**config.mk**
```make
export PLATFORM = sky130hd
export DESIGN_NAME = requant_bias_scale_act_flat
export DESIGN_NICKNAME = d
export VERILOG_FILES = /design/src/rtl/requant_bias_scale_act_if.sv /design/src/rtl/requant_bias_scale_act.sv /design/src/flat_wrapper.sv
export SDC_FILE = /design/constraint.sdc
export NUM_CORES = 2
export LEC_CHECK = 0
export BUFFER_PORTS_ARGS = -buffer_cell sky130_fd_sc_hd__buf_2
export CORE_MARGIN = 5
export CORE_UTILIZATION = 40
export DETAILED_ROUTE_END_ITERATION = 10
export GPL_ROUTABILITY_DRIVEN = 0
export PLACE_DENSITY = 0.59
export SLEW_MARGIN = 5
export SYNTH_ARGS = -nofsm -noshare
export SYNTH_HDL_FRONTEND = slang
export SYNTH_SLANG_ARGS = --single-unit
```
**constraint.sdc**
```tcl
create_clock -name clk -period 37.1 [get_ports clk]
set_clock_uncertainty 0.1 [all_clocks]
set_input_delay 1.855 -clock clk [delete_from_list [all_inputs] [get_ports clk]]
set_output_delay 1.855 -clock clk [all_outputs]
set_load 0.02 [all_outputs]
```
**src/rtl/requant_bias_scale_act_if.sv**
```systemverilog
// Stream bundle for the requantiser: accumulator beats in (s_*), activations out (m_*).
// master = upstream/downstream environment view, slave = requantiser view.
interface requant_bias_scale_act_if #(
    parameter int DATA_WIDTH = 32,
    parameter int OUT_WIDTH  = 8,
    parameter int CH_W       = 4
);
    logic                  s_valid;
    logic                  s_ready;
    logic [DATA_WIDTH-1:0] s_data;
    logic                  s_last;
    logic                  m_valid;
    logic                  m_ready;
    logic [OUT_WIDTH-1:0]  m_data;
    logic [CH_W-1:0]       m_ch;
    logic                  m_last;

    modport master (
        output s_valid, s_data, s_last, m_ready,
        input  s_ready, m_valid, m_data, m_ch, m_last
    );

    modport slave (
        input  s_valid, s_data, s_last, m_ready,
        output s_ready, m_valid, m_data, m_ch, m_last
    );
endinterface

```
**src/rtl/requant_bias_scale_act.sv**
```systemverilog
// Per-channel requantiser: (acc + bias[ch]) * scale[ch], round half up, activation, saturate.
// Two-stage valid/ready pipeline, one beat per cycle, runtime-writable bias/scale tables.
module requant_bias_scale_act #(
    parameter int  DATA_WIDTH  = 32,
    parameter int  BIAS_WIDTH  = 32,
    parameter int  SCALE_WIDTH = 16,
    parameter int  FRAC_BITS   = 8,
    parameter int  OUT_WIDTH   = 8,
    parameter int  NUM_CH      = 16,
    localparam int CH_W        = $clog2(NUM_CH)
) (
    input  logic                   clk,
    input  logic                   rst,
    input  logic                   cfg_we,
    input  logic [CH_W-1:0]        cfg_addr,
    input  logic [BIAS_WIDTH-1:0]  cfg_bias,
    input  logic [SCALE_WIDTH-1:0] cfg_scale,
    input  logic [1:0]             act_mode,
    input  logic [OUT_WIDTH-1:0]   cfg_clip,
    output logic                   err,
    requant_bias_scale_act_if.slave bus
);
    typedef enum logic [1:0] {
        ACT_LINEAR = 2'd0,
        ACT_RELU   = 2'd1,
        ACT_CLIP   = 2'd2,
        ACT_RELU_B = 2'd3
    } act_e;

    localparam int SUM_W  = ((DATA_WIDTH > BIAS_WIDTH) ? DATA_WIDTH : BIAS_WIDTH) + 1;
    localparam int PROD_W = SUM_W + SCALE_WIDTH;
    localparam logic [CH_W-1:0]               LAST_CH    = CH_W'(NUM_CH - 1);
    localparam logic signed [SCALE_WIDTH-1:0] SCALE_ONE  = SCALE_WIDTH'(1) << FRAC_BITS;
    localparam logic signed [PROD_W-1:0]      ROUND_HALF = PROD_W'(1) << (FRAC_BITS - 1);
    localparam logic signed [PROD_W-1:0]      OUT_MAX    = PROD_W'((longint'(1) << (OUT_WIDTH - 1)) - 1);
    localparam logic signed [PROD_W-1:0]      OUT_MIN    = -OUT_MAX - PROD_W'(1);

    logic signed [BIAS_WIDTH-1:0]  bias_tbl  [NUM_CH];
    logic signed [SCALE_WIDTH-1:0] scale_tbl [NUM_CH];

    // NOTE: the tables must come out of reset at bias 0 / scale 1.0, so they are flops, not a RAM.
    always_ff @(posedge clk or posedge rst) begin
        if (rst) begin
            for (int i = 0; i < NUM_CH; i++) begin
                bias_tbl[i]  <= '0;
                scale_tbl[i] <= SCALE_ONE;
            end
        end else if (cfg_we && cfg_addr <= LAST_CH) begin
            bias_tbl[cfg_addr]  <= cfg_bias;
            scale_tbl[cfg_addr] <= cfg_scale;
        end
    end

    logic ready1, ready2, accept;
    logic v1, v2;
    logic [CH_W-1:0] ch_cnt;

    assign ready2      = !v2 || bus.m_ready;
    assign ready1      = !v1 || ready2;
    assign bus.s_ready = ready1;
    assign accept      = bus.s_valid && ready1;

    // NOTE: all state below uses non-blocking assignments so every register samples pre-edge values.
    always_ff @(posedge clk or posedge rst) begin
        if (rst) begin
            ch_cnt <= '0;
            err    <= 1'b0;
        end else if (accept) begin
            if (bus.s_last != (ch_cnt == LAST_CH)) err <= 1'b1;
            ch_cnt <= (bus.s_last || ch_cnt == LAST_CH) ? '0 : ch_cnt + CH_W'(1);
        end
    end

    // Stage 1: bias add at full width, table lookup uses the value before any same-cycle write.
    logic signed [SUM_W-1:0]       sum_in, sum1;
    logic signed [SCALE_WIDTH-1:0] scale1;
    logic signed [OUT_WIDTH-1:0]   clip1;
    logic [CH_W-1:0]               ch1;
    logic                          last1;
    act_e                          mode1;

    assign sum_in = SUM_W'($signed(bus.s_data)) + SUM_W'(bias_tbl[ch_cnt]);

    always_ff @(posedge clk or posedge rst) begin
        if (rst) begin
            v1     <= 1'b0;
            sum1   <= '0;
            scale1 <= '0;
            clip1  <= '0;
            ch1    <= '0;
            last1  <= 1'b0;
            mode1  <= ACT_LINEAR;
        end else if (ready1) begin
            v1 <= bus.s_valid;
            if (bus.s_valid) begin
                sum1   <= sum_in;
                scale1 <= scale_tbl[ch_cnt];
                clip1  <= $signed(cfg_clip);
                ch1    <= ch_cnt;
                last1  <= bus.s_last;
                mode1  <= act_e'(act_mode);
            end
        end
    end

    // Stage 2 datapath: clamp bounds compared against the full-width rounded value.
    logic signed [PROD_W-1:0] prod, rounded, lo, hi;
    logic [OUT_WIDTH-1:0]     clamped;

    // NOTE: every always_comb output gets a default first so no path can infer a latch.
    always_comb begin
        prod    = PROD_W'(sum1) * PROD_W'(scale1);
        rounded = (prod + ROUND_HALF) >>> FRAC_BITS;
        lo      = OUT_MIN;
        hi      = OUT_MAX;
        case (mode1)
            ACT_LINEAR: ;
            ACT_CLIP: begin
                lo = '0;
                hi = PROD_W'(clip1);
            end
            default: lo = '0;
        endcase
        clamped = rounded[OUT_WIDTH-1:0];
        if (rounded > hi)      clamped = hi[OUT_WIDTH-1:0];
        else if (rounded < lo) clamped = lo[OUT_WIDTH-1:0];
    end

    logic [OUT_WIDTH-1:0] m_data_q;
    logic [CH_W-1:0]      m_ch_q;
    logic                 m_last_q;

    always_ff @(posedge clk or posedge rst) begin
        if (rst) begin
            v2       <= 1'b0;
            m_data_q <= '0;
            m_ch_q   <= '0;
            m_last_q <= 1'b0;
        end else if (ready2) begin
            v2 <= v1;
            if (v1) begin
                m_data_q <= clamped;
                m_ch_q   <= ch1;
                m_last_q <= last1;
            end
        end
    end

    assign bus.m_valid = v2;
    assign bus.m_data  = m_data_q;
    assign bus.m_ch    = m_ch_q;
    assign bus.m_last  = m_last_q;
endmodule
```
**src/flat_wrapper.sv**
```systemverilog
// flat-port wrapper written by rule: the top's interface ports become plain ports
module requant_bias_scale_act_flat 
#(
    parameter int  DATA_WIDTH  = 32,
    parameter int  BIAS_WIDTH  = 32,
    parameter int  SCALE_WIDTH = 16,
    parameter int  FRAC_BITS   = 8,
    parameter int  OUT_WIDTH   = 8,
    parameter int  NUM_CH      = 16,
    localparam int CH_W        = $clog2(NUM_CH)
)
  (clk, rst, cfg_we, cfg_addr, cfg_bias, cfg_scale, act_mode, cfg_clip, err, bus_s_valid, bus_s_data, bus_s_last, bus_m_ready, bus_s_ready, bus_m_valid, bus_m_data, bus_m_ch, bus_m_last);
  requant_bias_scale_act_if #(.DATA_WIDTH(DATA_WIDTH), .OUT_WIDTH(OUT_WIDTH)) bus_i ();
  input  logic clk;
  input  logic rst;
  input  logic cfg_we;
  input  logic [CH_W-1:0] cfg_addr;
  input  logic [BIAS_WIDTH-1:0] cfg_bias;
  input  logic [SCALE_WIDTH-1:0] cfg_scale;
  input  logic [1:0] act_mode;
  input  logic [OUT_WIDTH-1:0] cfg_clip;
  output logic err;
  input wire logic [$bits(bus_i.s_valid)-1:0] bus_s_valid;
  input wire logic [$bits(bus_i.s_data)-1:0] bus_s_data;
  input wire logic [$bits(bus_i.s_last)-1:0] bus_s_last;
  input wire logic [$bits(bus_i.m_ready)-1:0] bus_m_ready;
  output wire logic [$bits(bus_i.s_ready)-1:0] bus_s_ready;
  output wire logic [$bits(bus_i.m_valid)-1:0] bus_m_valid;
  output wire logic [$bits(bus_i.m_data)-1:0] bus_m_data;
  output wire logic [$bits(bus_i.m_ch)-1:0] bus_m_ch;
  output wire logic [$bits(bus_i.m_last)-1:0] bus_m_last;
  assign bus_i.s_valid = bus_s_valid;
  assign bus_i.s_data = bus_s_data;
  assign bus_i.s_last = bus_s_last;
  assign bus_i.m_ready = bus_m_ready;
  assign bus_s_ready = bus_i.s_ready;
  assign bus_m_valid = bus_i.m_valid;
  assign bus_m_data = bus_i.m_data;
  assign bus_m_ch = bus_i.m_ch;
  assign bus_m_last = bus_i.m_last;
  requant_bias_scale_act #(.DATA_WIDTH(DATA_WIDTH), .BIAS_WIDTH(BIAS_WIDTH), .SCALE_WIDTH(SCALE_WIDTH), .FRAC_BITS(FRAC_BITS), .OUT_WIDTH(OUT_WIDTH), .NUM_CH(NUM_CH)) u_core (.clk(clk), .rst(rst), .cfg_we(cfg_we), .cfg_addr(cfg_addr), .cfg_bias(cfg_bias), .cfg_scale(cfg_scale), .act_mode(act_mode), .cfg_clip(cfg_clip), .err(err), .bus(bus_i));
endmodule
```
; Yosys cells after proc, flatten, opt, wreduce, memory -nomap -nowiden
; Cells that the tools add are included.
; Widths: inputs -> output; s select.
[classes]
n_addsub = 3
multipliers = 1
div = 0
order_cmp = 6
n_eq_ne = 3
n_shift = 0
mux = 17
n_bitwise = 2
n_reduce_logical = 12
[op_table]
columns = op, count
row1 = $bwmux 512, 1
row2 = $bwmux 256, 1
row3 = $bmux 32 s4, 1
row4 = $demux 32 s4, 1
row5 = $mux 49, 2
row6 = $mux 32, 3
row7 = $bmux 16 s4, 1
row8 = $demux 16 s4, 1
row9 = $add 49x9->49 const B, 1
row10 = $gt 41x49->1, 1
row11 = $lt 41x49->1, 1
row12 = $mul 33x16->49, 1
row13 = $mux 16, 3
row14 = $add 32x32->33, 1
row15 = $mux 8, 2
row16 = $ge 5x5->1 const B, 2
row17 = $not 4->5, 2
row18 = $reduce_and 2->1, 3
row19 = $lt 5x1->1 const B, 1
row20 = $add 4x1->4 const B, 1
row21 = $eq 4x4->1 const B, 1
row22 = $le 4x4->1 const B, 1
row23 = $mux 4, 1
row24 = $logic_and 1x1->1, 3
row25 = 5 further kinds, 8
[totals]
regBits = 852
latch_bits = 0
ramBits = 0
romBits = 0
input_bits = 100
out_inout_bits = 16
n_memories = 0

; Longest topological paths before layout
[depth]
depth_word = 6
depth_mapped = 37
ltp_nobuf = 35

; Least setup slack after synthesis
; OpenSTA, ideal clock, no wires.
[synth_path]
kind = register to register
startpoint = reg u_core.sum1[15]
endpoint = reg u_core.m_data_q[7] (netlist: u_core.bus.m_data[7])
setup_ns = 0.121
arrival_ns = 8.489
slack_ns = 28.390
path_stages_with_launch = 37
cell_sequence = dfrtp_1 clkbuf_1 clkbuf_1 nand2_1 fa_1 inv_1 fa_1 inv_1 fa_1 inv_1 fa_1 fa_1 inv_1 fa_1 inv_1 ha_1 a2111oi_0 o21ai_0 a22oi_1 a2bb2oi_1 a21oi_1 a31o_2 a31o_2 a21o_1 a21oi_1 xnor2_1 ha_1 a21o_1 a21o_1 a21o_1 a21o_1 a21oi_1 o221ai_1 a221o_1 and3_1 or4_1 a22o_1
[synth_via]
elab_chain_len = 5
word_cells_on_any_way = 6
classes_between = 1 x add/sub / 1 x mul / 2 x order compare / 2 x mux
[synth_lines]
columns = element, line
row1 = from (decl), requant_bias_scale_act.sv:75  ; logic signed [SUM_W-1:0] sum_in, sum1;
row2 = from (signal assigned), requant_bias_scale_act.sv:96  ; sum1 <= sum_in;
row3 = $mul 33x16->49 (*), requant_bias_scale_act.sv:112  ; prod = PROD_W'(sum1) * PROD_W'(scale1);
row4 = $add 49x9->49 (*), requant_bias_scale_act.sv:113  ; rounded = (prod + ROUND_HALF) >>> FRAC_BITS;
row5 = $lt 41x49->1, requant_bias_scale_act.sv:126  ; else if (rounded < lo) clamped = lo[OUT_WIDTH-1:0];
row6 = $mux 8, requant_bias_scale_act.sv:126
row7 = $mux 8 (*), requant_bias_scale_act.sv:125  ; if (rounded > hi) clamped = hi[OUT_WIDTH-1:0];
row8 = to (signal assigned), requant_bias_scale_act.sv:142  ; m_data_q <= clamped;
row9 = to (decl), requant_bias_scale_act.sv:129  ; logic [OUT_WIDTH-1:0] m_data_q;
; Mark *: on every way between the ends. The rest lies on a longest branch, timed or not.
; A chain may end at the register's enable or synchronous reset.

; Worst setup path after layout
[layout_path]
startpoint = reg u_core.scale1[1]
endpoint = reg u_core.m_data_q[2] (netlist: u_core.bus.m_data[2])
[layout_via]
elab_chain_len = 5
word_cells_on_any_way = 6
classes_between = 1 x add/sub / 1 x mul / 2 x order compare / 2 x mux
[layout_lines]
columns = element, line
row1 = from (decl), requant_bias_scale_act.sv:76  ; logic signed [SCALE_WIDTH-1:0] scale1;
row2 = from (signal assigned), requant_bias_scale_act.sv:97  ; scale1 <= scale_tbl[ch_cnt];
row3 = $mul 33x16->49 (*), requant_bias_scale_act.sv:112
row4 = $add 49x9->49 (*), requant_bias_scale_act.sv:113
row5 = $lt 41x49->1, requant_bias_scale_act.sv:126
row6 = $mux 8, requant_bias_scale_act.sv:126
row7 = $mux 8 (*), requant_bias_scale_act.sv:125
; Marked as above.

==> impl_metrics.yaml <==
logic_synthesis:
  synth-edff-count: 0
  synth_top_cell_by_area: "dfrtp_1"
  synth_cell_types: 61
  yosysWarnings: 0
  syn_nets: 5571
  ys.flop_type: "dfrtp_1"
  syn-cell-area_um2: 58240
  synth_top_area_share_pct: 35.92
  ys_seq_elements: 852
  async_flop_share_pct: 100.0
  synth.avg_cell_area_um2: 12.26
  netlist_instances: 4751
  yosysSeqAreaShare_pct: 36.64
  synthTopCellsByArea: "dfrtp_1, fa_1, mux2_2, mux4_2, ha_1"
clocking:
  htree_levels: 3
  cts_max_path_buffers: 3
  cts-root-buf: "clkbuf_16"
  hold_buffers: 0
  clkLatencyLatePin_ns: 0.67
  cts_buffers: 94
  clock_sinks: 852
  cts_resized: 0
  clkSlewWorstSetupHoldPaths_ns: 0.06
  post_cts.repair.setup_buffers: 0
  cts_tree: "yes"
floorplan:
  die-area_um2: 153300
  die_w_um: 391.6
  rows: 140
  die_y_um: 391.6
  initial_core_util_pct: 40.10
  core_um2: 145200
  io_pins: 116
min_path:
  holdCritStartpoint: "u_core.ch1[2]"
  holdCritPathClass: "flip-flop to flip-flop"
  hold_depth: 2
finish:
  syn2layout_area_growth_pct: 9.877
  final_util_pct: 44.06
  drive_above_1_share_pct: 28.81
  fin_nets: 5561
  fill_cells: 13240
  stdcell_count: 6740
critical_path:
  regToRegSetupSlack_ns: 27.14
  cpPeakStageDelay_ns: 0.80
  crit_family: "compound AO/OA/AOI/OAI gates"
  start_kind: "flip-flop"
  path_class: "flip-flop to flip-flop"
  cp.arrival_ns: 10.37
  cp-end-kind: "flip-flop"
  cp-startpoint: "u_core.scale1[1]"
  critical_path_peak_fanout: 24
  crit_path_frequent_cell: "fa_1"
  reg2regPathDepth: 35
  worst-path-buf-inv: 6
  required_ns: 37.51
  path_depth: 35
  critPathSlowestCell: "o21ai_0"
  timing.rr.start: "u_core.scale1[1]"
sta:
  finalMaxSlewViolations: 0
  finalSetupViolCount: 0
  fmax_mhz: 100.4
  fin_crit_ns: 9.958
  finalHoldViolations: 0
  worst_pin_slew_ns: 1.140
  rsz0062_at_grt: "false"
  tns_ns: 0
  relSlewSlack_pct: 23.33
  period_share_pct: 26.84
routing:
  via_per_inst: 5.358
  dr.pass1.iters: 6
  ant_nets: 0
  wl_met3_um: 8997
  wl_met2_um: 71140
  drt-initial-drc-count: 2206
  met1_length_um: 69350
  drc: 0
  via_count: 36110
  top_layer: "met5"
  wl_per_cell_um: 22.65
  wl_um: 152700
placement:
  dp.cells: 6562
  port_buffers: 115
  hpwl_um: 102100
run_status:
  status: "complete, no violations"
flow_run:
  timing.max_cap.violations: 0
grt:
  overflow: 0
  grt_pass1_wl_um: 240100
  grtUsageTotal_pct: 20.32
  grt_max_degree: 166
  grt_pass1_vias: 38810
  antenna_found_initial: 23
==> kinds of logic (layout without fill, tap and decap cells) <==
kind of cell	after synthesis	count (layout)	synth area share, %
AOI/OAI and AO/OA	281	281	3.094
xor gates and xnor gates	66	66	0.9926
adders and majority gates	720	720	21.93
buffers and inverters	901	965	5.810
DFF	852	852	36.64
muxes	1011	1011	24.19
other	0	8	0
and+or+nand+nor	920	920	7.346
==> synth_stat cells (16+ instances only) <==
cell type  number
xor2_1         27
and2_1        199
mux4_2        240
a21oi_1        70
nand2b_1       20
xnor2_1        39
nor2_1         95
dfrtp_1       836
fa_1          501
nand2_1       491
ha_1          219
dfstp_2        16
nand3_1        24
o21ai_0        67
clkbuf_1      219
inv_1         609
buf_1          71
nor2b_1        20
nand4_1        21
a21o_1         62
mux2_2        769
==> through the flow <==
step / worst slack, ns / hold slack, ns / instance area, µm²
2_1_floorplan: 11.23 / 0.3381 / 58240
3_3_place_gp: 27.34 / 0.3536 / 60830
3_5_place_dp: 27.16 / 0.3571 / 60830
4_1_cts: 27.14 / 0.3723 / 63970
5_1_grt: 26.52 / 0.4050 / 63970
6_report: 27.14 / 0.3696 / 63990
==> area by class of cell <==
| class | instances | area [µm²] | area share [%] |
|---|---|---|---|
| clock buffers | 150 | 2855 | 4.462 |
| clock inverters | 20 | 279.0 | 0.4361 |
| well taps | 1917 | 2399 | 3.748 |
| inverters | 610 | 2297 | 3.590 |
| repair buffers | 185 | 1151 | 1.799 |
| flip-flops and latches | 852 | 21360 | 33.37 |
| diodes | 8 | 20.02 | 0.03129 |
| multi-input cells | 2998 | 33630 | 52.56 |
==> flip-flops by register name, summed over array words and instances (netlist names) <==
name / cells
u_core.bus.m_last: 1
u_core.sum1: 33
u_core.bus.m_valid: 1
u_core.scale_tbl: 256
u_core.bus.m_ch: 4
u_core.ch_cnt: 4
u_core.scale1: 16
u_core.ch1: 4
u_core.bus.m_data: 8
u_core.err: 1
u_core.v1: 1
u_core.bias_tbl: 512
u_core.clip1: 8
u_core.last1: 1
u_core.mode1: 2
==> path summary, 6_finish.rpt <==
| kind | to |
|---|---|
| max in group asynchronous | u_core.bias_tbl[115] |
| worst min-delay path | u_core.bus.m_ch[2] |
| min in group asynchronous | u_core.clip1[1] |
| worst max-delay path | u_core.bus.m_data[2] |
| worst min register to register | u_core.bus.m_ch[2] |
| worst max register to register | u_core.bus.m_data[2] |
==> layer usage <==
| metal | up-vias | global-route usage (%) |
|---|---|---|
| li1 | 15770 | - |
| met1 | 19260 | 28.99 |
| met2 | 839 | 32.73 |
| met3 | 220 | 3.593 |
| met4 | 16 | 4.496 |
| met5 | - | 0 |
==> tightest hold or removal path, cell delays in order, from the launching register on <==
cell and delay [ns]:
dfrtp_1 0.34, nand2_1 0.05, nand2_1 0.05
==> cell usage in the layout (no fill, tap or decap), types with 25 or more instances in the layout <==
cell type  synthesis  routed
buf_2              1     115
clkbuf_8           0      25
ha_1             219     219
inv_1            609     608
a21o_1            62      62
fa_1             501     501
o21ai_0           67      67
a21oi_1           70      70
clkbuf_1         219      29
mux4_2           240     240
mux2_2           769     769
xnor2_1           39      39
nand2_1          491     489
nor2_1            95      86
and2_1           199     198
clkbuf_16          0      96
dfrtp_1          836     832
xor2_1            27      27
buf_4              0      66
Power is not shown: default switching activity piles up to over one toggle a cycle in this logic, so the estimate is an artifact.
